File: config.mk
export PLATFORM = sky130hd
export DESIGN_NAME = cam_match_encoder
export DESIGN_NICKNAME = d
export VERILOG_FILES = /design/src/rtl/cam_match_encoder.sv
export SDC_FILE = /design/constraint.sdc
export NUM_CORES = 1
export LEC_CHECK = 0
export ABC_CLOCK_PERIOD_IN_PS = 4900
export BUFFER_PORTS_ARGS = -buffer_cell sky130_fd_sc_hd__buf_2
export CAP_MARGIN = 30
export CORE_UTILIZATION = 59
export DETAILED_ROUTE_END_ITERATION = 7
export PLACE_DENSITY = 0.88
export SYNTH_ARGS = -nofsm -noshare
export SYNTH_HDL_FRONTEND = slang
export SYNTH_SLANG_ARGS = --single-unit
File: constraint.sdc
create_clock -name clk -period 4.9 [get_ports clk]
set_input_delay 0.49 -clock clk [delete_from_list [all_inputs] [get_ports clk]]
set_output_delay 0.49 -clock clk [all_outputs]
set_load 0.02 [all_outputs]
File: src/rtl/cam_match_encoder.sv
// cam_match_encoder: serializes a CAM match bitmap into lowest-first address beats
// with a miss beat for an empty bitmap and a per-lookup hit count.
module cam_match_encoder #(
    parameter int ADDR_WIDTH = 4,
    parameter int DATA_WIDTH = 4
) (
    input  logic                     clk,
    input  logic                     rst,
    input  logic                     s_valid,
    output logic                     s_ready,
    input  logic [2**ADDR_WIDTH-1:0] s_match,
    input  logic [DATA_WIDTH-1:0]    s_key,
    output logic                     m_valid,
    input  logic                     m_ready,
    output logic [ADDR_WIDTH-1:0]    m_addr,
    output logic                     m_hit,
    output logic                     m_last,
    output logic [DATA_WIDTH-1:0]    m_key,
    output logic [ADDR_WIDTH:0]      m_count
);
    localparam int N = 2**ADDR_WIDTH;

    typedef enum logic [1:0] {IDLE, SCAN, MISS} state_t;

    state_t                state, state_nxt;
    logic [N-1:0]          pending;
    logic [DATA_WIDTH-1:0] key_r;
    logic [ADDR_WIDTH:0]   count_r, pop;
    logic [ADDR_WIDTH-1:0] low;
    logic                  one_left;

    always_comb begin
        low = '0;
        pop = '0;
        for (int i = N - 1; i >= 0; i--)
            if (pending[i]) low = ADDR_WIDTH'(i);
        for (int i = 0; i < N; i++)
            pop = pop + (ADDR_WIDTH + 1)'(s_match[i]);
    end

    // pending & (pending-1) drops the lowest set bit: empty means exactly one was left
    assign one_left = (pending & (pending - 1'b1)) == '0;

    always_ff @(posedge clk or posedge rst) begin
        if (rst) state <= IDLE;
        else     state <= state_nxt;
    end

    always_ff @(posedge clk or posedge rst) begin
        if (rst) begin
            pending <= '0;
            key_r   <= '0;
            count_r <= '0;
        end else if (state == IDLE && s_valid) begin
            pending <= s_match;
            key_r   <= s_key;
            count_r <= pop;
        end else if (state == SCAN && m_ready) begin
            pending <= pending & (pending - 1'b1);
        end
    end

    always_comb begin
        state_nxt = state;
        case (state)
            IDLE:    state_nxt = s_valid ? (|s_match ? SCAN : MISS) : IDLE;
            SCAN:    state_nxt = (m_ready && one_left) ? IDLE : SCAN;
            MISS:    state_nxt = m_ready ? IDLE : MISS;
            default: state_nxt = IDLE;
        endcase
    end

    always_comb begin
        s_ready = state == IDLE;
        m_valid = state != IDLE;
        m_hit   = state == SCAN;
        m_addr  = state == SCAN ? low : '0;
        m_last  = state == SCAN ? one_left : state == MISS;
        m_key   = key_r;
        m_count = count_r;
    end
endmodule

# == Word level (Yosys, flattened, before mapping) ==
# Cells that the tools add are included.
# Widths: inputs -> output; s select.
# totals
reg_bits,27
latch_bits,0
mem_bits_rw,0
rom_bits,0
in_bits,24
output_inout_bits,17
elab_cells,56
memories,0
# op_classes
add_sub_neg,16
multipliers,0
n_div,0
magnitude_cmp,0
eq_ne,2
shift,0
mux,25
n_bitwise,1
n_reduce_logical,8
# ops
operator,n
$mux 4,17
$add 5x1->5,11
$mux 16,2
$and 16x16->16,1
$logic_not 16->1,1
$reduce_or 16->1,1
$sub 16x1->16 const B,1
$mux 2,3
$pmux 2 s3,1
$add 4x1->5,1
$add 3x1->4,1
$reduce_bool 2->1,2
$add 2x1->3,1
$logic_and 1x1->1,3
$add 1x1->2,1
$eq 2x1->1 const B,1
$eq 2x2->1 const B,1
$logic_not 2->1,1
$mux 1,2

# == Longest topological paths before layout ==
# depth
depth_word,17
depth_mapped,13
mapped_depth_nobuf,13

# == Least setup slack after synthesis ==
# OpenSTA, ideal clock, no wires.
# synth_timing
path_kind,in2reg
from,in s_match[0]
to,"reg count_r[3], in the netlist m_count[3]"
setup_time_ns,0.133
arrival_ns,3.375
required_ns,4.767
setup_slack_ns,1.392
stages,11
path_buffers,0
cell_sequence,inv_1 -> fa_1 -> fa_1 -> fa_1 -> fa_1 -> inv_1 -> ha_1 -> a21o_1 -> a21oi_1 -> xor2_1 -> o21ai_0
# synth_via
elab_chain_len,15
# synth_lines
element,line_no,source
"start, declared",11,"input logic [2**ADDR_WIDTH-1:0] s_match,"
$add 1x1->2,38,pop = pop + (ADDR_WIDTH + 1)'(s_match[i]);
$add 2x1->3,38,
$add 3x1->4,38,
$add 4x1->5,38,
$add 5x1->5 (11 in a row),38,
"end signal, assigned",57,count_r <= pop;
"end, declared",28,"logic [ADDR_WIDTH:0] count_r, pop;"
# Every way passes these cells.
# A chain may end at the register's enable or synchronous reset.

# == Final worst setup path ==
# layout_timing
from,in s_match[5]
to,"reg count_r[3], in the netlist m_count[3]"
# layout_via
elab_chain_len,11
# layout_lines
element,line_no
$add 5x1->5 (11 in a row),38
# Every way passes these cells.

==> parameters.txt <==
Parameter                              Value

Setup path
  Largest fanout on the critical path    2
  Cell breakdown of the critical path    buf_2 -> inv_1 -> fa_1 -> fa_1 -> fa_1 -> fa_1 -> inv_1 -> ha_1 -> a21o_1 -> a21oi_1 -> xor2_1 -> o21ai_0
  Critical path's slowest cell    sky130_fd_sc_hd__fa_1
  Top Family by Delay on Critical Path    adder cells
  WP data required    just over 5000 ps
  Kind of end point of the critical path    flop
  Crit-path most repeated cell    sky130_fd_sc_hd__fa_1
  CP Buf/Inv Count    3
  Crit-path max cell delay    ~570 ps
  Startpoint class of the critical path    input pin
  Data arrival at the endpoint of the critical path    roughly 3600 ps
  Class of the most critical setup path    in -> reg

Global routing
  Maximum number of pins on one net before global-route repair    29
  Total global routing overflow    0
  Total global routing track utilization    between 20% and 30%
  Antenna violations before repair    0
  Vias in the first global route    between 1500 and 2000
  Wire length of the first global-routing pass    7.12 mm

Final layout
  Synth-to-Final Area Change    12.2%
  Total inserted antenna cells    0
  Fillers    roughly 260
  Net count reported at finish    approximately 320
  End-of-flow core utilization    between 70% and 80%
  Fraction of final layout cells sized beyond drive strength 1    18.1%

STA
  Worst slew pin tran    795 ps
  Worst clock skew    around 2.7 ps
  Setup TNS Final    0 ps
  Final Hold Vio Count    0
  Fmax    around 290 MHz
  Setup repair after global routing missed its margin    no
  Final setup violation count    0
  Slew Viols, Final    0
  Period utilisation layout    a little over two thirds
  Final worst path period need    between 3000 and 4000 ps
  Worst-case headroom to the max-slew limit    46.9%

Floorplan
  Starting utilization of the core area    a little over three fifths
  Placeable Area    between 3000 and 4000 um2
  Die area    3590 um2
  Die H    ~60 um
  Count of pins on the block boundary    between 40 and 50
  Floorplan die width    about 60 um
  Row count    20

CTS
  Clock Root Buffer    sky130_fd_sc_hd__clkbuf_4
  Maximum clock insertion buffer count    2
  Number of clock buffers inserted by TritonCTS    3
  Source-to-sink clock delay at the later pin of the worst-skew pair    340 ps
  Hold-fix buffers, CTS    0
  Number of levels in the clock H-tree    1
  Post-CTS setup repair buffer count    0
  Post-cts repair resize count    0
  Clock input transition at the sequential cells of the worst setup and hold paths    ~150 ps
  Clock tree from TritonCTS    built
  Clk sink count    27

Run
  Reported max-cap violation count    0

Pwr
  Total leakage power    approximately 1.1 nW
  Part of the total power dissipated in the clock network    under 10%
  Sequential cell fraction of total power    about a third
  Peak supply drop    0.326 mV
  Power density relative to cell area    ~670 nW/um2
  P_int    about 0.00072 W
  Switching power    around 0.00076 W
  Combinational cell fraction of total power    roughly 62%
  Switching fraction of total power    just over 50%
  Total power draw    roughly 0.0015 W

Detailed routing
  Vias    1777
  Total DRC errors in the routed layout    0
  Wire length per cell after detailed routing    approximately 14 um
  Wire length reported by the detailed router    between 4 and 5 mm
  Antenna Nets Post-Route    0
  Via density per instance    roughly 5.6
  1st-pass router iterations    4
  Iteration-0 DRC Markers    158

Logic synthesis
  Share of Yosys cell area claimed by the top area cell type    ~34%
  Synthesized netlist cell count    about 250
  Top FF cell, synth    sky130_fd_sc_hd__dfrtp_1
  Total of warnings raised by yosys    0
  Synth async-reset ratio    100%
  Sequential share of the synthesized area    between 30% and 40%
  Post-synth EDFFs    0
  Cell Area, Synth    approximately 2000 um2
  Top cells by area in the synthesized netlist    sky130_fd_sc_hd__dfrtp_1 (34%), sky130_fd_sc_hd__fa_1 (10%), sky130_fd_sc_hd__o21ai_0 (9.4%)
  Synth unique cells    42
  FF+latch count, synth    27
  Leading area contributor after synthesis    sky130_fd_sc_hd__dfrtp_1
  Average size of a mapped cell    roughly 8 um2
  Total nets after synthesis    286

Place
  Detailed Place HPWL    ~3.5 mm
  Port Buf Inserts    40
  Global placer's final weighted congestion    around 0.90

Outcome
  Run status    completed

Worst hold path
  Worst min-delay path class    in -> async
## final timing paths
check	startpoint	end	slack, ps	cells after the start
setup / recovery	s_match[5]	m_count[3]	1460	12
hold / removal	rst	m_count[0]	70	2
setup reg to reg	pending[0]	state[0]	2540	6
hold reg to reg	m_key[2]	m_key[2]	490	2
max in group asynchronous	rst	pending[15]	4420	3
min in group clk	s_key[1]	m_key[1]	330	3
## cells in the final DEF, fill, tap and decap left out, types with 4 or more instances in the layout
cell type	count
sky130_fd_sc_hd__nand2_1	39
sky130_fd_sc_hd__a21oi_1	4
sky130_fd_sc_hd__ha_1	6
sky130_fd_sc_hd__o21ai_0	37
sky130_fd_sc_hd__nor2_1	15
sky130_fd_sc_hd__nor3_1	10
sky130_fd_sc_hd__buf_2	40
sky130_fd_sc_hd__nor4_1	7
sky130_fd_sc_hd__dfrtp_1	27
sky130_fd_sc_hd__inv_1	33
sky130_fd_sc_hd__fa_1	10
## sequential cells by signal, summed over array words and instances (netlist names)
register,count
m_count,5
pending,16
m_key,4
state,2
## routing by layer
metal	track usage, %	share of wire, %	up-vias
met5	0	0	-
met4	10.3	1.3	0
met3	3.46	3.9	5
met2	43.8	47	46
met1	38.6	47	836
li1	-	-	890
## cells in the mapped netlist (all sizes together) (2+ instances only)
library cell and n:
and2 3, fa 10, dfrtp 27, xor2 2
nand2 39, or4 4, a21oi 4, nor3 11
inv 33, nor4 7, maj3 2, a211oi 3
buf 4, clkbuf 11, or3 3, o22ai 3
nor2b 2, ha 6, nand4 2, nor2 15
o21ai 38, nand3 2
## cells by family after synthesis
logic type / synth area share, %
buffers and inverters: 9.94
AOI/OAI and AO/OA: 17.7
and+or+nand+nor: 22.3
adders and majority gates: 14.9
xor gates and xnor gates: 0.886
DFF: 34.2
## cell type report
type	instances	area [um2]	area share (%)
multi-input combinational	171	1100	49.8
sequential	27	676	30.5
timing repair buffer	41	228	10.3
inverter	33	124	5.59
tap	44	55.1	2.48
clock buffer	3	22.5	1.02
clock inverter	1	7.51	0.339
## power by group through the flow
| stage | registers, W | logic [W] | clock network (W) |
|---|---|---|---|
| 2_1_floorplan | 0.000423 | 0.000741 | 0 |
| 4_1_cts | 0.000458 | 0.000913 | 0.000103 |
| 3_3_place_gp | 0.000459 | 0.000885 | 0 |
| 3_5_place_dp | 0.000463 | 0.000907 | 0 |
| 5_1_grt | 0.000480 | 0.00102 | 0.000111 |
| 6_report | 0.000465 | 0.000914 | 0.000102 |
## stage by stage
| step | hold WS (ps) | std cells | area, um2 | worst slack (ps) |
|---|---|---|---|---|
| after floorplan | 444 | 246 | 1980 | 1390 |
| after global placement | 454 | 315 | 2160 | 1200 |
| after detailed placement | 450 | 316 | 2190 | 1090 |
| after CTS | 66.3 | 320 | 2220 | 1460 |
| after global routing | 62.1 | 320 | 2220 | 1290 |
| final | 69.5 | 320 | 2220 | 1460 |
(Power assumes the default switching activity.)
